==> src/rtl/bwt_pkg.sv <==
// Shared types for the BWT row sorter: row layout and merge-pass state encoding.
package bwt_pkg;

    localparam int COLUMN = 3;
    localparam int COL_W  = (COLUMN > 1) ? $clog2(COLUMN) : 1;

    // Byte 0 of a row sits in bits [7:0]; row[i] selects key column i.
    typedef logic [COLUMN-1:0][7:0] row_t;

    typedef enum logic [2:0] {
        IDLE,
        MERGE,
        DRAIN_A,
        DRAIN_B,
        FLUSH,
        DONE
    } merge_state_t;

endpackage

==> src/rtl/merge_run_ctrl_if.sv <==
// Pass-control, run-FIFO and output-FIFO signals of one merge pass, bundled for merge_run_ctrl.
interface merge_run_ctrl_if
    import bwt_pkg::*;
#(
    parameter int CNT_W = 16
);

    logic             start;
    logic [CNT_W-1:0] run_len;
    logic [COL_W-1:0] sort_col;
    logic             busy;
    logic             done;

    logic             a_empty;
    row_t             a_data;
    logic             a_rd;
    logic             b_empty;
    row_t             b_data;
    logic             b_rd;

    logic             out_full;
    row_t             out_data;
    logic             out_wr;

    modport master (
        input  start, run_len, sort_col,
        input  a_empty, a_data, b_empty, b_data, out_full,
        output a_rd, b_rd, out_data, out_wr, busy, done
    );

    modport slave (
        output start, run_len, sort_col,
        output a_empty, a_data, b_empty, b_data, out_full,
        input  a_rd, b_rd, out_data, out_wr, busy, done
    );

endinterface

==> src/rtl/merge_key_cmp.sv <==
// Key-column compare for the merge: picks run A when its key is less than or equal to run B's.
module merge_key_cmp
    import bwt_pkg::*;
(
    input  row_t             a_row,
    input  row_t             b_row,
    input  logic [COL_W-1:0] key_col,
    output logic             sel_a
);

    // <= rather than < keeps the merge stable: equal keys take A first.
    assign sel_a = (a_row[key_col] <= b_row[key_col]);

endmodule

==> src/rtl/merge_run_ctrl.sv <==
// Sequences one merge pass: pops the smaller head of runs A/B into the output FIFO, then drains the survivor.
//   state   | meaning
//   IDLE    | waiting for start
//   MERGE   | both runs have rows left; compare heads, pop the winner
//   DRAIN_A | run B exhausted; copy remaining A rows
//   DRAIN_B | run A exhausted; copy remaining B rows
//   FLUSH   | last registered write lands
//   DONE    | one-cycle done pulse
module merge_run_ctrl
    import bwt_pkg::*;
#(
    parameter int CNT_W = 16
)
(
    input  logic             clk,
    input  logic             rst_n,
    merge_run_ctrl_if.master bus
);

    localparam logic [COL_W:0] COL_LIM = (COL_W + 1)'(COLUMN);
    localparam logic [CNT_W-1:0] ONE   = CNT_W'(1);

    merge_state_t     state;
    merge_state_t     state_nxt;
    logic [CNT_W-1:0] rem_a;
    logic [CNT_W-1:0] rem_b;
    logic [COL_W-1:0] key_col;
    logic             sel_a;
    logic             pop_a;
    logic             pop_b;
    row_t             out_data_q;
    logic             out_wr_q;

    merge_key_cmp u_cmp (
        .a_row   (bus.a_data),
        .b_row   (bus.b_data),
        .key_col (key_col),
        .sel_a   (sel_a)
    );

    always_ff @(posedge clk or negedge rst_n) begin
        if (!rst_n) begin
            state <= IDLE;
        end else begin
            state <= state_nxt;
        end
    end

    always_comb begin
        state_nxt = state;
        pop_a     = 1'b0;
        pop_b     = 1'b0;
        case (state)
            IDLE: begin
                if (bus.start) begin
                    state_nxt = (bus.run_len == '0) ? DONE : MERGE;
                end
            end
            MERGE: begin
                // Both heads must be present even though only one is popped.
                if (!bus.a_empty && !bus.b_empty && !bus.out_full) begin
                    if (sel_a) begin
                        pop_a = 1'b1;
                        if (rem_a == ONE) state_nxt = DRAIN_B;
                    end else begin
                        pop_b = 1'b1;
                        if (rem_b == ONE) state_nxt = DRAIN_A;
                    end
                end
            end
            DRAIN_A: begin
                if (!bus.a_empty && !bus.out_full) begin
                    pop_a = 1'b1;
                    if (rem_a == ONE) state_nxt = FLUSH;
                end
            end
            DRAIN_B: begin
                if (!bus.b_empty && !bus.out_full) begin
                    pop_b = 1'b1;
                    if (rem_b == ONE) state_nxt = FLUSH;
                end
            end
            FLUSH:   state_nxt = DONE;
            DONE:    state_nxt = IDLE;
            default: state_nxt = IDLE;
        endcase
    end

    always_ff @(posedge clk or negedge rst_n) begin
        if (!rst_n) begin
            rem_a      <= '0;
            rem_b      <= '0;
            key_col    <= '0;
            out_data_q <= '0;
            out_wr_q   <= 1'b0;
        end else begin
            out_wr_q <= pop_a | pop_b;
            if (pop_a) begin
                out_data_q <= bus.a_data;
                rem_a      <= rem_a - ONE;
            end else if (pop_b) begin
                out_data_q <= bus.b_data;
                rem_b      <= rem_b - ONE;
            end
            if (state == IDLE && bus.start) begin
                rem_a   <= bus.run_len;
                rem_b   <= bus.run_len;
                key_col <= bus.sort_col;
            end
        end
    end

    assign bus.a_rd     = pop_a;
    assign bus.b_rd     = pop_b;
    assign bus.out_data = out_data_q;
    assign bus.out_wr   = out_wr_q;
    assign bus.busy     = (state == MERGE) || (state == DRAIN_A) ||
                          (state == DRAIN_B) || (state == FLUSH);
    assign bus.done     = (state == DONE);

    a_sort_col_range: assert property (
        @(posedge clk) disable iff (!rst_n)
        (state == IDLE && bus.start) |-> ({1'b0, bus.sort_col} < COL_LIM)
    );

endmodule

==> src/flat_wrapper.sv <==
// flat-port wrapper written by rule: the top's interface ports become plain ports
module merge_run_ctrl_flat import bwt_pkg::*;
#(
    parameter int CNT_W = 16
)
  (clk, rst_n, bus_start, bus_run_len, bus_sort_col, bus_a_empty, bus_a_data, bus_b_empty, bus_b_data, bus_out_full, bus_a_rd, bus_b_rd, bus_out_data, bus_out_wr, bus_busy, bus_done);
  merge_run_ctrl_if #(.CNT_W(CNT_W)) bus_i ();
  input  logic clk;
  input  logic rst_n;
  input wire logic [$bits(bus_i.start)-1:0] bus_start;
  input wire logic [$bits(bus_i.run_len)-1:0] bus_run_len;
  input wire logic [$bits(bus_i.sort_col)-1:0] bus_sort_col;
  input wire logic [$bits(bus_i.a_empty)-1:0] bus_a_empty;
  input wire logic [$bits(bus_i.a_data)-1:0] bus_a_data;
  input wire logic [$bits(bus_i.b_empty)-1:0] bus_b_empty;
  input wire logic [$bits(bus_i.b_data)-1:0] bus_b_data;
  input wire logic [$bits(bus_i.out_full)-1:0] bus_out_full;
  output wire logic [$bits(bus_i.a_rd)-1:0] bus_a_rd;
  output wire logic [$bits(bus_i.b_rd)-1:0] bus_b_rd;
  output wire logic [$bits(bus_i.out_data)-1:0] bus_out_data;
  output wire logic [$bits(bus_i.out_wr)-1:0] bus_out_wr;
  output wire logic [$bits(bus_i.busy)-1:0] bus_busy;
  output wire logic [$bits(bus_i.done)-1:0] bus_done;
  assign bus_i.start = bus_start;
  assign bus_i.run_len = bus_run_len;
  assign bus_i.sort_col = bus_sort_col;
  assign bus_i.a_empty = bus_a_empty;
  assign bus_i.a_data = bus_a_data;
  assign bus_i.b_empty = bus_b_empty;
  assign bus_i.b_data = bus_b_data;
  assign bus_i.out_full = bus_out_full;
  assign bus_a_rd = bus_i.a_rd;
  assign bus_b_rd = bus_i.b_rd;
  assign bus_out_data = bus_i.out_data;
  assign bus_out_wr = bus_i.out_wr;
  assign bus_busy = bus_i.busy;
  assign bus_done = bus_i.done;
  merge_run_ctrl #(.CNT_W(CNT_W)) u_core (.clk(clk), .rst_n(rst_n), .bus(bus_i));
endmodule
==> config.mk <==
export PLATFORM = sky130hd
export DESIGN_NAME = merge_run_ctrl_flat
export DESIGN_NICKNAME = d
export VERILOG_FILES = /design/src/rtl/bwt_pkg.sv /design/src/rtl/merge_run_ctrl_if.sv /design/src/rtl/merge_key_cmp.sv /design/src/rtl/merge_run_ctrl.sv /design/src/flat_wrapper.sv
export SDC_FILE = /design/constraint.sdc
export NUM_CORES = 1
export LEC_CHECK = 0
export BUFFER_PORTS_ARGS = -buffer_cell sky130_fd_sc_hd__buf_4
export CAP_MARGIN = 15
export CORE_ASPECT_RATIO = 1.4
export CORE_MARGIN = 2
export CORE_UTILIZATION = 39
export DETAILED_ROUTE_END_ITERATION = 8
export PLACE_DENSITY = 0.62
export SETUP_SLACK_MARGIN = 0.4
export SLEW_MARGIN = 30
export SYNTH_ARGS = -nofsm -noshare
export SYNTH_HDL_FRONTEND = slang
export SYNTH_HIERARCHICAL = 1
export SYNTH_SLANG_ARGS = --single-unit
==> constraint.sdc <==
create_clock -name clk -period 3.31 [get_ports clk]
set_input_delay 0.1655 -clock clk [delete_from_list [all_inputs] [get_ports clk]]
set_output_delay 0.1655 -clock clk [all_outputs]
set_load 0.02 [all_outputs]
==> impl_metrics.py, run 1 <==
metrics = {
    "flow_run": {
        "drv_cap": 0,
    },
    "synthesis": {
        "syn_area_per_cell_um2": 8.92,
        "yosys.cell_types.count": 58,
        "ys_seq_area_share_pct": 40.6,
        "yosysWarnings": 6,
        "synth_area_um2": 3820,
        "ys_seq_elements": 62,
        "synthesis.nets": 512,
        "synthCells": 428,
        "synth_top_flop_cell": "dfrtp_1",
        "synth-edff-count": 0,
        "async_reset_ff_share_pct": 100,
    },
    "drt": {
        "vias": 3906,
        "drc": 0,
        "finalWirelength_mm": 12.4,
        "wl_per_cell_um": 17.8,
        "viasPerCell": 5.62,
        "drtIter0Drc": 196,
        "ant_nets": 0,
        "firstDrtPassIters": 5,
    },
    "critical_path": {
        "cp_max_fo": 5,
        "critPathMaxStageDelay_ns": 0.45,
        "rrSetupSlack_ns": 0.26,
        "end_kind": "output pin",
        "cp_slowest_cell": "dfrtp_2",
        "r2r-end": "u_core/rem_a[15]",
        "path_cells": "mux2i_1, nor2_1, a21oi_2, ha_1, nor2b_1, o211ai_1, a21oi_2, o22ai_2, nor4bb_4, o21ai_2, inv_2, buf_12, buf_12, buf_8",
        "cp.arrival_ns": 2.91,
        "worst_path_dominant_cell_family": "compound AO/OA/AOI/OAI gates",
        "critPathBufInv": 4,
        "r2r_start": "u_core/key_col[1]",
        "startpoint_type": "register",
        "crit_type": "register to output pin",
        "worstRegToRegCells": 15,
        "crit_required_ns": 3.14,
    },
    "cts": {
        "clkTransAtPathRegs_ns": 0.05,
        "cts_buffers": 9,
        "htreeDepth": 3,
        "clock_latency_ns": 0.34,
        "cts.path.max_buffers": 2,
        "clock-root-buffer": "clkbuf_16",
        "cts_tree": "done",
        "cts.sinks": 62,
    },
    "place": {
        "portBuffers": 100,
        "dp.cells": 654,
        "gp_congestion": 0.844,
        "dp_hpwl_mm": 8.81,
        "place_area_um2": 4830,
        "pre_cts_slack_ns": -0.135,
    },
    "hold_path": {
        "hold_depth": 3,
        "worst_hold_path.endpoint": "u_core/key_col[0]",
        "hold_path_class": "input pin to register",
        "hold_start": "bus_sort_col[0]",
    },
    "sta": {
        "worst_pin_slew_ns": 1.07,
        "finalHoldViolations": 0,
        "rsz0062_at_grt": "yes",
        "period_minus_slack_ns": 3.07,
        "setup_violations": 0,
        "post-route-period-util_pct": 92.9,
        "slew_headroom_pct": 27.8,
        "finClkSkew_ns": 0.00539,
        "fin_ws_ns": 0.236,
        "fmax_mhz": 325,
        "finalMaxSlewViolations": 0,
    },
    "cells_and_area": {
        "drive_above_1_share_pct": 39.8,
        "final_area_um2": 5720,
        "layout.nets": 644,
        "final_util_pct": 60.1,
        "stdcell_count": 695,
        "insertedDiodeCount": 0,
        "area_delta_synth_final_pct": 49.7,
    },
    "floorplan": {
        "die_h_um": 121,
        "io_pins": 101,
        "core_area_um2": 9510,
        "initial_utilization_pct": 40.1,
        "die_w_um": 87.6,
        "die_area_um2": 10600,
        "rows": 42,
    },
    "power_and_ir_drop": {
        "power_mw": 5.15,
        "peakVddDrop_mv": 0.391,
        "power_density_nw_per_um2": 901,
        "leakage_nw": 2.50,
    },
    "global_route": {
        "antenna_found_initial": 0,
        "grt_pass1_wl_mm": 19.0,
        "grt_overflow_total": 0,
        "groute.usage.overall_pct": 23.3,
        "grt_pass1_vias": 3853,
        "grt_max_degree": 63,
    },
    "run_status": {
        "outcome": "finished, final reports clean",
    },
}
-- worst max-delay path by stage --
| stage | startpoint | endpoint | slack [ns] | depth (start not counted) |
|---|---|---|---|---|
| floorplan | u_core/key_col[0] | u_core/rem_b[11] | 0.30 | 16 |
| global placement | u_core/key_col[1] | u_core/bus.out_data[11] | -0.03 | 14 |
| detailed placement | u_core/key_col[1] | u_core/bus.out_data[1] | -0.13 | 13 |
| CTS | u_core/key_col[1] | u_core/rem_b[13] | 0.28 | 13 |
| global route | u_core/key_col[1] | bus_a_rd | 0.10 | 14 |
| finish | u_core/key_col[1] | bus_a_rd | 0.24 | 14 |
-- routing by layer --
layer  vias up  GRT usage, %  part of all wire, %
li1       1829             -                    -
met1      1903          28.9                   40
met2       155          40.4                   52
met3        19          3.13                  6.5
met4         0          8.46                  2.0
met5         -             0                    0
-- per-stage QoR --
step,hold WS [ns],TNS (ns)
floorplan,-0.130,0
global placement,0.313,-0.348
detailed placement,0.310,-2.22
CTS,0.0209,0
global route,0.0575,0
finish,0.0229,0
-- cell usage in the layout (no fill, tap or decap), drive strengths merged, types with 2 or more instances in the layout --
cell    count
a21oi      27
o311ai      6
clkbuf     13
a41oi       2
nand2      86
nor2b       4
xor2        6
mux2i      16
or3         5
nand3       7
nand2b      2
o211ai     10
or4         3
a22oi      24
a31oi       4
nor3b       5
nor4b       2
ha         12
inv         9
nor3        8
nand4       4
o21ai      23
o21bai      2
a221o       2
nor2       33
dfrtp      62
clkinv      2
xnor2       9
buf       141
nor4       15
-- where the power goes --
group / switching (mW) / total, mW / internal [mW]
logic: 1.45 / 2.78 / 1.34
registers: 0.399 / 1.52 / 1.12
clock network: 0.329 / 0.845 / 0.516
-- tightest hold or removal path: stages --
cell	delay (ns)
buf_4	0.08
nand2_1	0.04
nand2_1	0.05
-- kinds of logic (layout without fill, tap and decap cells) --
kind of cell    Yosys count  in the layout  share of synthesized area, %
simple gates            180            181                          23.0
compound gates          109            109                          19.6
flops                    62             62                          40.6
buf+inv                  33            167                          4.85
mux                      17             17                          4.49
xor+xnor                 15             15                          3.44
fa+ha+maj                12             12                          3.93
-- cell usage after synthesis, drive strengths merged (2+ instances only) --
library cell | n | area share (%)
nor2 | 32 | 3.1
buf | 13 | 2.9
o21bai | 2 | 0.39
a221o | 2 | 0.52
dfrtp | 62 | 41
or3 | 5 | 0.82
nor3 | 8 | 1.0
nand2b | 2 | 0.33
nor4 | 15 | 2.6
a21oi | 27 | 4.3
nand4 | 4 | 0.66
o211ai | 10 | 2.0
or4 | 3 | 0.69
nor4b | 2 | 0.85
a41oi | 2 | 0.46
ha | 12 | 3.9
a31oi | 4 | 0.66
o311ai | 6 | 1.4
nor3b | 5 | 0.98
xor2 | 6 | 1.4
mux2i | 16 | 4.2
a22oi | 24 | 4.7
clkbuf | 10 | 0.98
nand3 | 7 | 0.92
inv | 10 | 0.98
xnor2 | 9 | 2.1
nand2 | 86 | 8.6
o21ai | 23 | 3.2
nor2b | 4 | 0.85
-- area by class of cell --
cell class | instances | area (µm²)
clock buffer | 12 | 246
inverter | 10 | 43.8
sequential | 62 | 1550
clock inverter | 2 | 10.0
fill | 839 | 3800
timing repair buffer | 143 | 1260
tap | 132 | 165
multi-input combinational | 334 | 2440
-- repair_timing --
action	CTS	global route
resized for setup	36	48
setup buffers	16	8
setup endpoints to repair	60	61
pin swaps	19	22
hold endpoints to repair	62	0
hold buffers	1	0
gates cloned	1	1
-- sequential cells by signal, indices dropped and copies added, names as in the netlist --
name                 flops
u_core/bus.out_wr        1
u_core/rem_b            16
u_core/rem_a            16
u_core/bus.out_data     24
u_core/key_col           2
u_core/state             3
No activity file was read; power rests on OpenSTA's default activity.
==> run 2, diff against run 1 <==
Settings changed: SYNTH_HIERARCHICAL 1 to unset.
==> run 2 against run 1 <==
Fmax grew 4.1%. Sequential share of layout area shrank 1.1 points. Total power increased by 6.9%. Critical endpoint is now bus_b_rd.
==> impl_metrics.py, run 2 <==
metrics = {
    "synthesis": {
        "async_reset_ff_share_pct": 100,
        "synthesis.nets": 534,
        "synth.area.top_cells": "dfrtp_1, nand2_1, mux2i_1, nand3_1, a22oi_1",
        "yosysWarnings": 0,
        "synth.most_common_cell": "nand2_1",
        "yosys.cell_types.count": 59,
        "synth_area_um2": 3930,
        "synth_top_flop_cell": "dfrtp_1",
        "ys_seq_elements": 62,
        "syn_area_per_cell_um2": 8.73,
        "synthCells": 450,
        "synthTopCellsByCount": "nand2_1, dfrtp_1, nand3_1, nor2_1, a21oi_1",
        "yosysTopAreaCellShare_pct": 39.5,
        "ys_seq_area_share_pct": 39.5,
        "synth_area_leader_cell": "dfrtp_1",
        "synth-edff-count": 0,
    },
    "cts": {
        "clock_latency_ns": 0.34,
        "clock-root-buffer": "clkbuf_16",
        "clkTransAtPathRegs_ns": 0.05,
        "cts_buffers": 9,
        "cts_tree": "done",
        "cts.path.max_buffers": 2,
        "htreeDepth": 3,
        "cts.sinks": 62,
    },
    "floorplan": {
        "core_area_um2": 9850,
        "io_pins": 101,
        "die_area_um2": 10900,
        "rows": 43,
        "die_h_um": 123,
        "initial_utilization_pct": 39.9,
        "die_w_um": 88.8,
    },
    "drt": {
        "finalWirelength_mm": 13.3,
        "drc": 0,
        "firstDrtPassIters": 5,
        "viasPerCell": 5.79,
        "ant_nets": 0,
        "vias": 4190,
        "wl_per_cell_um": 18.4,
        "drtIter0Drc": 237,
    },
    "sta": {
        "worst_pin_slew_ns": 1.05,
        "finalHoldViolations": 0,
        "finalMaxSlewViolations": 0,
        "slew_headroom_pct": 30.0,
        "finalSetupTns_ns": 0,
        "fmax_mhz": 339,
        "setup_violations": 0,
        "finClkSkew_ns": 0.0114,
        "rsz0062_at_grt": "yes",
        "post-route-period-util_pct": 89.2,
        "fin_ws_ns": 0.356,
        "fin_hold_ws_ns": 0.0451,
        "period_minus_slack_ns": 2.95,
    },
    "critical_path": {
        "cp.arrival_ns": 2.79,
        "end_kind": "output pin",
        "startpoint_type": "register",
        "cp_slowest_cell": "dfrtp_2",
        "cp_max_fo": 7,
        "cpMostUsedCell": "buf_6",
        "crit_start": "u_core.key_col[1]",
        "crit_type": "register to output pin",
        "r2r_start": "u_core.key_col[1]",
        "critPathBufInv": 5,
        "crit_required_ns": 3.14,
        "worst_path_dominant_cell_family": "compound AO/OA/AOI/OAI gates",
        "critPathMaxStageDelay_ns": 0.45,
        "path_cells": "clkbuf_16, buf_6, mux2i_1, nor2_1, a21oi_1, ha_2, nor2b_4, o211ai_1, nand2_1, o2111ai_2, and2_4, inv_8, buf_6, buf_6",
    },
    "power_and_ir_drop": {
        "leakage_nw": 2.70,
        "power_mw": 5.50,
        "power_density_nw_per_um2": 923,
        "peakVddDrop_mv": 0.375,
    },
    "place": {
        "pre_cts_slack_ns": 0.152,
        "gp_congestion": 0.875,
        "place_area_um2": 4890,
        "dp_hpwl_mm": 8.95,
        "dp.cells": 674,
        "portBuffers": 100,
    },
    "cells_and_area": {
        "drive_above_1_share_pct": 40.1,
        "stdcell_count": 724,
        "final_util_pct": 60.6,
        "final_common_cell": "buf_4",
        "final_area_um2": 5960,
        "area_delta_synth_final_pct": 51.9,
        "insertedDiodeCount": 0,
        "largest_register_ffs": 24,
        "layout.nets": 668,
        "layout_common_cells": "buf_4, nand2_1, dfrtp_1",
    },
    "global_route": {
        "grt_pass1_vias": 4199,
        "groute.usage.overall_pct": 23.9,
        "antenna_found_initial": 0,
        "grt_pass1_wl_mm": 20.0,
        "grt_max_degree": 63,
        "grt_overflow_total": 0,
    },
    "flow_run": {
        "drv_cap": 0,
    },
    "hold_path": {
        "hold_start": "bus_sort_col[0]",
        "hold_path_class": "input pin to register",
    },
    "run_status": {
        "outcome": "finished, final reports clean",
    },
}
-- run 2: cell types whose count changed in the layout (fill, tap and decap cells not counted), sizes merged, moves of 5 or more --
cell,previous run,this run
xnor2,9,4
nor3b,5,0
nand3,7,38
a211o,0,5
nor4,15,8
nor3,8,15
mux2i,16,23
o21ai,23,18
buf,141,146
nand2,86,65
-- run 2: path summary, 6_finish.rpt --
path | to | slack (ns) | cells past startpoint
max | bus_b_rd | 0.36 | 14
min | u_core.key_col[0] | 0.05 | 3
min in group asynchronous | u_core.bus.out_data[17] | 0.47 | 2
max in group asynchronous | u_core.key_col[1] | 2.25 | 2
max reg2reg | u_core.rem_b[13] | 0.37 | 14
min reg2reg | u_core.rem_a[12] | 0.48 | 1
-- run 2: repair_timing --
item / 4_1_cts / 5_1_grt
gates resized for setup: 27 / 75
setup endpoints to repair: 34 / 56
buffers inserted: 17 / 13
pin swaps: 9 / 37
hold buffers: 1 / 0
gates cloned: 1 / 2
endpoints found under the hold margin: 62 / 0
-- run 2: where the power goes --
group,leakage [nW],internal [mW],switching (mW),total (mW)
Combinational,1.78,1.47,1.55,3.02
Sequential,0.763,1.12,0.355,1.47
Clock,0.152,0.658,0.355,1.01
-- run 2: worst reg2reg max path: cells and delay by family, from the launching register on --
family / cells / cell delay, ns
AND/OR/NAND/NOR: 4 / 0.60
flip-flops: 1 / 0.45
adder cells (fa/ha/maj): 1 / 0.29
multiplexers: 1 / 0.15
buffers and inverters: 4 / 0.61
AO/OA/AOI/OAI: 4 / 0.70
-- run 2: area by class of cell --
type                       count  area [µm²]
timing repair buffer         150        1310
multi-input combinational    350        2560
fill                         838        3880
clock inverter                 6        86.3
tap                          135         169
sequential                    62        1550
inverter                      11        62.6
clock buffer                  10         229
-- run 2: layer usage --
metal | wire [µm] | up-vias | track usage (%)
li1 | - | 1939 | -
met1 | 5040 | 2048 | 27.0
met2 | 6880 | 162 | 41.0
met3 | 849 | 41 | 5.65
met4 | 538 | 0 | 12.4
met5 | 0 | - | 0
-- run 2: cell families (layout without fill, tap and decap cells) --
family,after synthesis,count (layout),share of synthesized area [%]
multiplexers,24,24,6.15
XOR/XNOR,9,9,2.01
adder cells (fa/ha/maj),12,12,3.82
flip-flops,62,62,39.5
AND/OR/NAND/NOR,190,190,24.1
buffers and inverters,38,177,4.01
AO/OA/AOI/OAI,115,115,20.5
==> run 3, diff against run 2 <==
Settings changed: ABC_AREA set to 1, GPL_TIMING_DRIVEN set to 0, PLACE_DENSITY 0.62 to 0.61.
==> run 3 against run 2 <==
Clock power about the same. Non-clock buffer count decreased by 18. Synthesized area grew 10%. Design area decreased by 3.8%. Critical path type unchanged. Critical path depth is 3 higher. Critical endpoint is now bus_a_rd.
==> impl_metrics.py, run 3 <==
metrics = {
    "floorplan": {
        "initial_utilization_pct": 39.9,
        "die_area_um2": 12000,
        "die_w_um": 93.1,
        "die_h_um": 129,
        "core_area_um2": 10900,
        "io_pins": 101,
        "rows": 45,
    },
    "cells_and_area": {
        "final_common_cell": "nand2_1",
        "final_area_um2": 5740,
        "area_delta_synth_final_pct": 32.4,
        "largest_register_ffs": 24,
        "drive_above_1_share_pct": 24.9,
        "insertedDiodeCount": 0,
        "layout_common_cells": "nand2_1, buf_4, nor2_1",
        "fillers": 1090,
        "final_util_pct": 52.8,
        "layout.nets": 809,
    },
    "global_route": {
        "grt_max_degree": 63,
        "grt_pass1_vias": 4586,
        "groute.usage.overall_pct": 25.0,
        "grt_pass1_wl_mm": 22.8,
        "grt_overflow_total": 0,
        "antenna_found_initial": 0,
    },
    "synthesis": {
        "synthesis.nets": 688,
        "syn_area_per_cell_um2": 7.18,
        "yosysWarnings": 0,
        "synthTopCellsByCount": "nand2_1, nor2_1, dfrtp_1, a21oi_1, inv_1",
        "synthCells": 604,
        "async_reset_ff_share_pct": 100,
        "yosysTopAreaCellShare_pct": 35.8,
        "ys_seq_area_share_pct": 35.8,
        "synth-edff-count": 0,
        "yosys.cell_types.count": 39,
        "ys_seq_elements": 62,
        "synth.most_common_cell": "nand2_1",
        "synth_area_um2": 4330,
        "synth_area_leader_cell": "dfrtp_1",
        "synth.area.top_cells": "dfrtp_1, nand2_1, nor2_1, a21oi_1, o21ai_0",
        "synth_top_flop_cell": "dfrtp_1",
    },
    "place": {
        "gp_congestion": 0.929,
        "place_area_um2": 5260,
        "pre_cts_slack_ns": -0.0696,
        "portBuffers": 100,
        "dp_hpwl_mm": 11.0,
    },
    "sta": {
        "post-route-period-util_pct": 84.7,
        "period_minus_slack_ns": 2.80,
        "rsz0062_at_grt": "no",
        "worst_pin_slew_ns": 0.847,
        "finalMaxSlewViolations": 0,
        "fin_ws_ns": 0.506,
        "finalSetupTns_ns": 0,
        "setup_violations": 0,
        "fmax_mhz": 357,
        "finalHoldViolations": 0,
        "finClkSkew_ns": 0.00343,
        "slew_headroom_pct": 43.6,
    },
    "cts": {
        "cts_buffers": 9,
        "clock_latency_ns": 0.33,
        "cts.sinks": 62,
        "clkTransAtPathRegs_ns": 0.05,
        "cts_tree": "done",
        "cts.path.max_buffers": 2,
        "clock-root-buffer": "clkbuf_16",
        "htreeDepth": 3,
    },
    "drt": {
        "finalWirelength_mm": 14.4,
        "drtIter0Drc": 182,
        "viasPerCell": 5.22,
        "wl_met2_mm": 7.24,
        "top_layer": "met4",
        "ant_nets": 0,
        "firstDrtPassIters": 5,
        "vias": 4548,
        "wl_met3_um": 937,
        "wl_met1_mm": 5.56,
        "wl_per_cell_um": 16.5,
        "drc": 0,
    },
    "power_and_ir_drop": {
        "leakage_nw": 2.93,
        "power_density_nw_per_um2": 991,
        "p_sw_mw": 2.60,
        "power_mw": 5.69,
        "switching_share_pct": 45.8,
        "share_seq_of_total_power_pct": 24.5,
        "combPwrFrac_pct": 57.8,
        "p_int_mw": 3.08,
        "peakVddDrop_mv": 0.392,
        "p_clk_share_pct": 17.8,
    },
    "critical_path": {
        "startpoint_type": "register",
        "crit_type": "register to output pin",
        "cp.arrival_ns": 2.64,
        "end_kind": "output pin",
        "path_cells": "buf_6, inv_4, buf_8, nor2_1, o21ai_0, ha_1, nand2_1, nand2_1, nand2_1, nand2_1, nand2_1, nand2_2, nand2_2, nand3_4, nand2_8, buf_6, buf_4",
        "cp_max_fo": 10,
        "cpMostUsedCell": "nand2_1",
        "cp_slowest_cell": "dfrtp_1",
        "crit_required_ns": 3.14,
        "critPathMaxStageDelay_ns": 0.35,
    },
    "flow_run": {
        "drv_cap": 0,
    },
    "hold_path": {
        "hold_path_class": "input pin to register",
    },
    "run_status": {
        "outcome": "finished, final reports clean",
    },
}
==> run 3: changes by cell type after synthesis, sizes merged, moves of 10 or more <==
cell,change
mux2i,-23
nor2,+44
a21oi,+21
a21boi,+14
clkbuf,-10
a22oi,-22
inv,+42
nand4,+10
o21ai,+29
nand2,+111
==> run 3: cell type report <==
| cell class | instances | area (µm²) | area share [%] |
|---|---|---|---|
| buffer | 22 | 210 | 3.66 |
| clock buffer | 13 | 280 | 4.88 |
| clock inverter | 3 | 40.0 | 0.697 |
| inverter | 53 | 204 | 3.55 |
| multi-input combinational | 467 | 2430 | 42.4 |
| sequential | 62 | 1550 | 27.0 |
| tap | 141 | 176 | 3.07 |
| timing repair buffer | 110 | 845 | 14.7 |
==> run 3: worst max-delay path, delay by kind of cell (launching register included) <==
| family | cells | cell delay (ns) |
|---|---|---|
| adder cells (fa/ha/maj) | 1 | 0.33 |
| buffers and inverters | 5 | 0.64 |
| AND/OR/NAND/NOR | 10 | 0.85 |
| flip-flops | 1 | 0.35 |
| AO/OA/AOI/OAI | 1 | 0.13 |
==> run 3: cell families after synthesis <==
group	after synthesis	synth area share, %
buf+inv	75	8.72
compound gates	116	14.9
xor+xnor	18	3.64
fa+ha+maj	12	3.46
flops	62	35.8
simple gates	321	33.5
==> run 3: per-layer routing <==
layer	vias up	GRT usage, %
met4	0	12.7
met3	34	4.63
li1	2222	-
met1	2103	27.8
met2	189	45.1
met5	-	0
==> run 3: power groups by stage <==
stage / Sequential, mW / Clock (mW) / Combinational, mW
finish: 1.39 / 1.01 / 3.29
global route: 1.44 / 1.07 / 3.68
CTS: 1.39 / 1.03 / 3.25
detailed placement: 1.40 / 0 / 3.11
global placement: 1.39 / 0 / 3.07
floorplan: 1.52 / 0 / 2.04
==> run 3: path summary, 6_finish.rpt <==
kind / start / end / slack [ns] / cells past startpoint
max in group asynchronous: rst_n / u_core.bus.out_data[1] / 2.27 / 2
worst max register to register: u_core.key_col[0] / u_core.rem_a[15] / 0.60 / 20
worst min-delay path: bus_a_data[0] / u_core.bus.out_data[0] / 0.06 / 3
worst min register to register: u_core.bus.out_data[22] / u_core.bus.out_data[22] / 0.48 / 2
min in group asynchronous: rst_n / u_core.bus.out_data[14] / 0.46 / 2
worst max-delay path: u_core.key_col[0] / bus_a_rd / 0.51 / 17
==> run 3: repair_timing <==
item | 4_1_cts | 5_1_grt
setup endpoints to repair | 62 | 8
hold buffers | 1 | 0
pin swaps | 2 | 2
setup buffers | 7 | 2
resized for setup | 17 | 11
hold endpoints to repair | 62 | 0
==> run 3: stage by stage <==
step,std cells,hold slack [ns]
after CTS,869,0.0343
after floorplan,604,-0.130
after global routing,871,0.0651
after detailed placement,845,0.324
final,871,0.0606
after global placement,845,0.318
